### src/rtl/muldiv_unit.sv
// Iterative RV64M multiply/divide unit: radix-2 shift-add multiply and restoring divide
// on operand magnitudes, with the result sign applied on the edge that enters DONE.
module muldiv_unit #(
   parameter int XLEN = 64
) (
   input  logic            clk,
   input  logic            rst,
   input  logic            req_valid_i,
   input  logic            mul_en_i,
   input  logic [XLEN-1:0] rs1_data_i,
   input  logic [XLEN-1:0] rs2_data_i,
   input  logic            rs1_sign_i,
   input  logic            rs2_sign_i,
   input  logic            word_i,
   input  logic            flush_i,
   output logic            req_ready_o,
   output logic            resp_valid_o,
   output logic            stall_o,
   output logic [XLEN-1:0] data_1_o,
   output logic [XLEN-1:0] data_2_o
);

   localparam int HW = XLEN / 2;
   localparam int CW = $clog2(XLEN);

   typedef enum logic [1:0] {IDLE, MUL, DIV, DONE} state_t;

   state_t              state;
   logic [CW-1:0]       cnt;
   logic [2*XLEN-1:0]   acc;
   logic [2*XLEN-1:0]   mcand;   // multiplicand (shifts left); low half is the divisor in DIV
   logic [XLEN-1:0]     mplier;  // multiplier (shifts right) or dividend (shifts left)
   logic [XLEN-1:0]     rem;
   logic [XLEN-1:0]     quo;
   logic                neg_res;
   logic                neg_a;
   logic                word_q;

   function automatic logic [XLEN-1:0] sext_h(input logic [HW-1:0] v);
      return {{(XLEN-HW){v[HW-1]}}, v};
   endfunction

   // Operand selection and magnitude conversion
   logic [XLEN-1:0] op_a, op_b, mag_a, mag_b;
   logic            sgn_a, sgn_b;

   always_comb begin
      op_a = rs1_data_i;
      op_b = rs2_data_i;
      if (word_i) begin
         op_a = rs1_sign_i ? sext_h(rs1_data_i[HW-1:0]) : {{(XLEN-HW){1'b0}}, rs1_data_i[HW-1:0]};
         op_b = rs2_sign_i ? sext_h(rs2_data_i[HW-1:0]) : {{(XLEN-HW){1'b0}}, rs2_data_i[HW-1:0]};
      end
      sgn_a = rs1_sign_i & op_a[XLEN-1];
      sgn_b = rs2_sign_i & op_b[XLEN-1];
      mag_a = sgn_a ? -op_a : op_a;
      mag_b = sgn_b ? -op_b : op_b;
   end

   // One iteration step, plus the sign-fixed results used on the final step
   logic [2*XLEN-1:0] acc_nx, prod;
   logic [XLEN:0]     trial;
   logic              qbit;
   logic [XLEN-1:0]   rem_nx, quo_nx, q_fix, r_fix;
   logic              last;

   always_comb begin
      acc_nx = mplier[0] ? acc + mcand : acc;
      trial  = {rem, mplier[XLEN-1]};
      qbit   = trial >= {1'b0, mcand[XLEN-1:0]};
      rem_nx = qbit ? trial[XLEN-1:0] - mcand[XLEN-1:0] : trial[XLEN-1:0];
      quo_nx = {quo[XLEN-2:0], qbit};
      prod   = neg_res ? -acc_nx : acc_nx;
      q_fix  = neg_res ? -quo_nx : quo_nx;
      r_fix  = neg_a ? -rem_nx : rem_nx;
      last   = cnt == (word_q ? CW'(HW-1) : CW'(XLEN-1));
   end

   assign req_ready_o = (state == IDLE);
   assign stall_o     = req_valid_i & ~resp_valid_o;

   always_ff @(posedge clk or posedge rst) begin
      if (rst) begin
         state        <= IDLE;
         cnt          <= '0;
         acc          <= '0;
         mcand        <= '0;
         mplier       <= '0;
         rem          <= '0;
         quo          <= '0;
         neg_res      <= 1'b0;
         neg_a        <= 1'b0;
         word_q       <= 1'b0;
         resp_valid_o <= 1'b0;
         data_1_o     <= '0;
         data_2_o     <= '0;
      end else begin
         resp_valid_o <= 1'b0;
         case (state)
            IDLE: begin
               if (req_valid_i && !flush_i) begin
                  cnt     <= '0;
                  acc     <= '0;
                  rem     <= '0;
                  quo     <= '0;
                  word_q  <= word_i;
                  neg_res <= sgn_a ^ sgn_b;
                  neg_a   <= sgn_a;
                  mcand   <= {{XLEN{1'b0}}, mag_b};
                  // word divide: park the dividend at the top so bits leave MSB-first
                  mplier  <= (!mul_en_i && word_i) ? (mag_a << HW) : mag_a;
                  if (mul_en_i) begin
                     state <= MUL;
                  end else if (op_b == '0) begin
                     state        <= DONE;
                     resp_valid_o <= 1'b1;
                     data_1_o     <= '1;
                     data_2_o     <= word_i ? sext_h(op_a[HW-1:0]) : op_a;
                  end else begin
                     state <= DIV;
                  end
               end
            end
            MUL: begin
               if (flush_i) begin
                  state <= IDLE;
               end else begin
                  acc    <= acc_nx;
                  mcand  <= mcand << 1;
                  mplier <= mplier >> 1;
                  cnt    <= cnt + CW'(1);
                  if (last) begin
                     state        <= DONE;
                     resp_valid_o <= 1'b1;
                     data_1_o     <= word_q ? sext_h(prod[HW-1:0]) : prod[XLEN-1:0];
                     data_2_o     <= word_q ? sext_h(prod[XLEN-1:HW]) : prod[2*XLEN-1:XLEN];
                  end
               end
            end
            DIV: begin
               if (flush_i) begin
                  state <= IDLE;
               end else begin
                  rem    <= rem_nx;
                  quo    <= quo_nx;
                  mplier <= mplier << 1;
                  cnt    <= cnt + CW'(1);
                  if (last) begin
                     state        <= DONE;
                     resp_valid_o <= 1'b1;
                     data_1_o     <= word_q ? sext_h(q_fix[HW-1:0]) : q_fix;
                     data_2_o     <= word_q ? sext_h(r_fix[HW-1:0]) : r_fix;
                  end
               end
            end
            DONE:    state <= IDLE;
            default: state <= IDLE;
         endcase
      end
   end

endmodule
### config.mk
export PLATFORM = sky130hd
export DESIGN_NAME = muldiv_unit
export DESIGN_NICKNAME = d
export VERILOG_FILES = /design/src/rtl/muldiv_unit.sv
export SDC_FILE = /design/constraint.sdc
export NUM_CORES = 2
export LEC_CHECK = 0
export CAP_MARGIN = 20
export CORE_MARGIN = 2
export CORE_UTILIZATION = 35
export CTS_CLUSTER_SIZE = 10
export DETAILED_ROUTE_END_ITERATION = 12
export PLACE_DENSITY_LB_ADDON = 0.2
export SLEW_MARGIN = 10
export SYNTH_ARGS = -nofsm -noshare
export SYNTH_HDL_FRONTEND = slang
export SYNTH_SLANG_ARGS = --single-unit
### constraint.sdc
create_clock -name clk -period 23.8 [get_ports clk]
set_input_delay 4.76 -clock clk [delete_from_list [all_inputs] [get_ports clk]]
set_output_delay 4.76 -clock clk [all_outputs]
set_load 0.05 [all_outputs]
# After elaboration in Yosys (flattened, before gate mapping)
# Cells that the tools add are included.
totals:
  inputBits: 136
  output_inout_bits: 131
  word_cells: 122
  ff_bits: 587
op_classes:
  bitwise_logic: 5
  eq_ne: 13
  order_cmp: 1
  mux: 64
  addsub: 8
  n_reduce_logical: 18
op_table:
  columns: ["operator", "n"]
  rows:
  - ["2-to-1 mux 64 bit", 34]
  - ["2-to-1 mux 128 bit", 6]
  - ["case mux 64 bit (3 select lines)", 3]
  - ["case mux 128 bit (2 select lines)", 2]
  - ["negator 64 bit", 4]
  - ["adder 128 bit", 1]
  - ["negator 128 bit", 1]
  - ["case mux 64 bit (2 select lines)", 1]
  - ["case mux 63 bit (2 select lines)", 1]
  - ["greater-or-equal comparator 65 x 64 -> 1 bit", 1]
  - ["zero test 64 bit", 1]
  - ["subtractor 64 bit", 1]
  - ["2-to-1 mux 63 bit", 1]
  - ["2-to-1 mux 6 bit", 3]
  - ["!= test 2 bit, second input constant", 6]
  - ["case mux 6 bit (2 select lines)", 1]
  - ["AND reduction 3 bit", 3]
  - ["2-to-1 mux 2 bit", 4]
  - ["AND reduction 8 bit", 1]
  - ["adder 6 x 1 -> 6 bit, second input constant", 1]
  - ["== test 6 bit", 1]
  - ["2-to-1 mux 1 bit", 6]
  - ["case mux 2 bit (3 select lines)", 1]
  - ["nonzero test 2 bit", 3]
  - ["other kinds (15)", 22]

# Logic depth before layout (Yosys ltp)
logic_depth:
  ltp_word: 8
  ltp_mapped: 31
  ltp_nobuf: 24

# Least setup slack after synthesis
# Ideal clock, no wire load.
synth_timing:
  path_kind: "in2out"
  startpoint: "input req_valid_i"
  endpoint: "output stall_o"
  stages: 2
  path_slack_ns: 13.579
  arrival_time_ns: 5.461
  path_buffers: 0
  required_ns: 19.040
  path_cell_list: "inv_1 -> nor2_1"
synth_via:
  elab_chain_cells: 1
synth_rtl:
  columns: ["item", "line_no", "text"]
  rows:
  - ["start: declaration", "8", "input logic req_valid_i,"]
  - ["bitwise AND 1 bit", "80", "assign stall_o = req_valid_i & ~resp_valid_o;"]
  - ["end: declaration", "18", "output logic stall_o,"]
# No other way between the ends.

# Worst setup path in the final report
# Same ends and word-level chain as after synthesis.

==> qor.txt <==
YOSYS
--------------------------------------------------------------------------------------
Synth Warn #                                                                         0
Sequential share of the synthesized area                                         0.273
Area leader, netlist                                                      sky130_fd_sc_hd__dfrtp_1
Synth Flop Type                                                           sky130_fd_sc_hd__dfrtp_1
Mean post-synth cell area                                                     7.41 um2
Number of instances in the synthesized netlist                                    7261
Post-synthesis instance area                                                0.0538 mm2
Top post-synthesis cells by count                                         sky130_fd_sc_hd__nand2_1 (1116), sky130_fd_sc_hd__o21ai_0 (745), sky130_fd_sc_hd__a21oi_1 (596)
Number of distinct standard cells referenced by the synthesized netlist            106
Most frequently used cell type in the post-synthesis netlist              sky130_fd_sc_hd__nand2_1
Number of enable-type register cells in the synthesized netlist                      0
Post-synthesis async set-or-reset flop share                                      1.00
Post-synthesis register bit count                                                  587
Main area contributors after synthesis                                    sky130_fd_sc_hd__dfrtp_1 (27%), sky130_fd_sc_hd__nand2_1 (7.8%), sky130_fd_sc_hd__o21ai_0 (6.9%), sky130_fd_sc_hd__a21oi_1 (5.5%), sky130_fd_sc_hd__ha_1 (4.7%)
Portion of synthesized cell area occupied by the leading cell type               0.273
Synth Net Count                                                                   7600

ROUTE
--------------------------------------------------------------------------------------
Starting DRC count in detailed routing                                            7934
DRC viols                                                                            0
Via total after detailed routing                                                 60.5k
Routed Wire Length                                                           288000 um
Ratio of routed vias to standard cells                                            6.49
Wire length per cell after detailed routing                                    30.9 um
Number of iterations in the first detailed-routing pass                              7
Post-route ant nets                                                                  0

PLACEMENT
--------------------------------------------------------------------------------------
Gpl congestion                                                                    1.04
Placed wire-length estimate after detailed placement                         229000 um
Buffers on Ports                                                                   266

PWR
--------------------------------------------------------------------------------------
Switching power of the nets                                                    4.95 mW
Clock network fraction of total power                                            0.146
Internal power contribution                                                    3.50 mW
Proportion of power drawn by combinational gates                                 0.649
Leak                                                                           24.5 nW
Pwr per Cell Area                                                           139 mW/mm2
Fraction of power consumed by sequential logic                                   0.204
Net switching share of the total power                                           0.586
VDD IR-drop max                                                                 143 uV

STA
--------------------------------------------------------------------------------------
RSZ-0062 raised after global routing                                                no
Setup violation total in the final timing report                                     0
Worst slew margin relative to its limit                                          0.174
Slew at the pin closest to its max-slew limit                                  1.24 ns
Worst Hold Slack                                                              0.469 ns
F_max                                                                       0.0910 GHz
Max-slew violation count                                                             0
Fin Clk Skew                                                                 0.0275 ns
Number of endpoints with negative hold slack in the final report                     0
Total negative slack                                                              0 ns
Final worst path period share                                                    0.462
Time the worst path needs with I/O delays and setup                           10.99 ns

FLOORPLAN
--------------------------------------------------------------------------------------
Floorplan row count                                                                143
Horizontal extent of the die                                                    396 um
Core area                                                                    0.152 mm2
DIE HEIGHT                                                                      396 um
Initial Utilization                                                              0.353
Overall die area                                                             0.157 mm2
Ports placed on the boundary                                                       267

GLOBAL ROUTE
--------------------------------------------------------------------------------------
GR Layer Usage met2                                                              0.536
Met3 usage in global routing                                                    0.0806
Global route total overflow                                                          0
Initial antenna violation count                                                     21
Pin count of the biggest net entering global routing                               139
Met1 usage in global routing                                                     0.458
GRT busiest layer                                                                 met2
Vias in the first global route                                                   56.0k
First-pass GRT wire length                                                   408000 um
Global-route total usage across every layer                                      0.353

CLOCK NETWORK
--------------------------------------------------------------------------------------
Clk Latency, worst-skew pair                                                   0.71 ns
Max clock buf depth                                                                  3
Num Clock Sinks                                                                    587
Number of buffers inserted by hold repair at cts                                     0
TritonCTS Buffers                                                                   81
Clk slew on worst S/H paths                                                    0.05 ns
Clock tree from TritonCTS                                                         done
CTS H-tree lvls                                                                      3
Post-CTS Setup Bufs                                                                  0
Cell chosen for the clock root                                            sky130_fd_sc_hd__clkbuf_16
Number of gates resized after CTS                                                    0

OUTCOME
--------------------------------------------------------------------------------------
Status                                                                    finished, final reports clean

WORST SETUP PATH
--------------------------------------------------------------------------------------
Cell Chain, Critical Path                                                 clkdlybuf4s50_1, inv_1, nor2_1, clkdlybuf4s50_1
Worst reg-to-reg setup slack                                                  15.21 ns
Worst r2r dst                                                             data_2_o[58]
CP Data Arrival Time                                                           6.23 ns
Startpoint type of the worst setup path                                      input pin
Source of the worst register-to-register timing path                         mcand[20]
End point of the critical path                                                 stall_o
Most used cell, CP                                                        sky130_fd_sc_hd__clkdlybuf4s50_1
Source of the critical timing path                                         req_valid_i
Register-to-Register Path Depth                                                     26
Critical Path Sink Type                                                    output port
Slowest cell on crit path                                                 sky130_fd_sc_hd__clkdlybuf4s50_1
Required time of the critical path                                            19.04 ns
Biggest cell delay along the critical path                                     0.80 ns
Crit path max fanout                                                                 3
Critical setup path kind                                                        in2out

CELLS AND AREA
--------------------------------------------------------------------------------------
Ratio of cells with drive above 1 in the final layout                           0.0506
Area added between synthesis and finish                                          12.9%
# nets final                                                                      7579

HOLD PATH
--------------------------------------------------------------------------------------
Instance count along the most critical hold path                                     2
Path class of the lowest-slack min-delay path                                  reg2reg

JOB
--------------------------------------------------------------------------------------
Max-cap check violation count                                                        0

==> placed cells by master, fill, tap and decap left out, types with 79 or more instances in the layout <==
cell type / instances
sky130_fd_sc_hd__nor4_1: 100
sky130_fd_sc_hd__nor3_1: 219
sky130_fd_sc_hd__a21oi_1: 594
sky130_fd_sc_hd__xnor2_1: 236
sky130_fd_sc_hd__buf_4: 105
sky130_fd_sc_hd__o21ai_0: 745
sky130_fd_sc_hd__clkdlybuf4s50_1: 265
sky130_fd_sc_hd__inv_1: 154
sky130_fd_sc_hd__dfrtp_1: 584
sky130_fd_sc_hd__nand4_1: 156
sky130_fd_sc_hd__a21o_1: 79
sky130_fd_sc_hd__ha_1: 198
sky130_fd_sc_hd__nand3_1: 177
sky130_fd_sc_hd__a22o_1: 112
sky130_fd_sc_hd__o31ai_1: 102
sky130_fd_sc_hd__nand2_1: 1114
sky130_fd_sc_hd__mux2i_1: 86
sky130_fd_sc_hd__nor2_1: 585
sky130_fd_sc_hd__clkbuf_16: 83
sky130_fd_sc_hd__a221oi_1: 95
sky130_fd_sc_hd__xor2_1: 195
==> per-layer routing <==
| metal | wire length (um) | up-vias |
|---|---|---|
| met5 | 84 | - |
| met4 | 20000 | 12 |
| met3 | 26900 | 663 |
| met2 | 124000 | 3275 |
| met1 | 116000 | 29600 |
| li1 | - | 26900 |
==> per-stage QoR <==
stage | utilization | total power, mW | setup WS [ns] | std cells | instance area [um2]
after detailed placement | 0.382 | 7.00 | 12.82 | 9185 | 58100
final | 0.399 | 8.45 | 12.81 | 9326 | 60700
after global placement | 0.382 | 6.99 | 12.82 | 9181 | 58100
after global routing | 0.399 | 8.77 | 12.80 | 9325 | 60700
after floorplan | - | 4.79 | 2.61 | 7261 | 53800
after CTS | 0.399 | 8.26 | 12.82 | 9320 | 60700
==> area by class of cell <==
cell class / instances / area (um2)
repair buffers: 378 / 3510
clock inverters: 26 / 265
diodes: 4 / 10.0
inverters: 162 / 618
fillers: 15700 / 91500
multi-input cells: 6030 / 36800
well taps: 2030 / 2540
clock buffers: 109 / 2290
flip-flops and latches: 587 / 14700
==> worst max-delay path, delay by kind of cell <==
family | cells | cell delay [ns]
buffers and inverters | 3 | 1.37
AND/OR/NAND/NOR | 1 | 0.10
==> worst min-delay path by stage <==
stage | from | end | slack [ns]
finish | data_1_o[46] | data_1_o[46] | 0.47
global route | data_1_o[35] | data_1_o[35] | 0.50
CTS | data_1_o[46] | data_1_o[46] | 0.47
detailed placement | data_1_o[46] | data_1_o[46] | 0.46
global placement | data_1_o[46] | data_1_o[46] | 0.46
floorplan | mcand[127] | mcand[127] | 0.46
==> registers in the layout, indices dropped and copies added, names as in the netlist <==
register	count
acc	128
mcand	128
data_1_o	64
data_2_o	64
mplier	64
rem	64
quo	63
cnt	6
state	2
neg_a	1
neg_res	1
resp_valid_o	1
word_q	1
==> logic make-up after synthesis <==
logic type	synth area share
flip-flops	0.273
multiplexers	0.0189
AO/OA/AOI/OAI	0.301
buffers and inverters	0.0460
AND/OR/NAND/NOR	0.243
adder cells (fa/ha/maj)	0.0475
XOR/XNOR	0.0702
==> power by group through the flow <==
stage	clock (mW)	combinational, mW	sequential [mW]
finish	1.24	5.49	1.73
global route	1.29	5.75	1.73
CTS	1.25	5.31	1.70
detailed placement	0	5.29	1.71
global placement	0	5.27	1.71
floorplan	0	3.01	1.78
No activity file was read; power rests on OpenSTA's default activity.
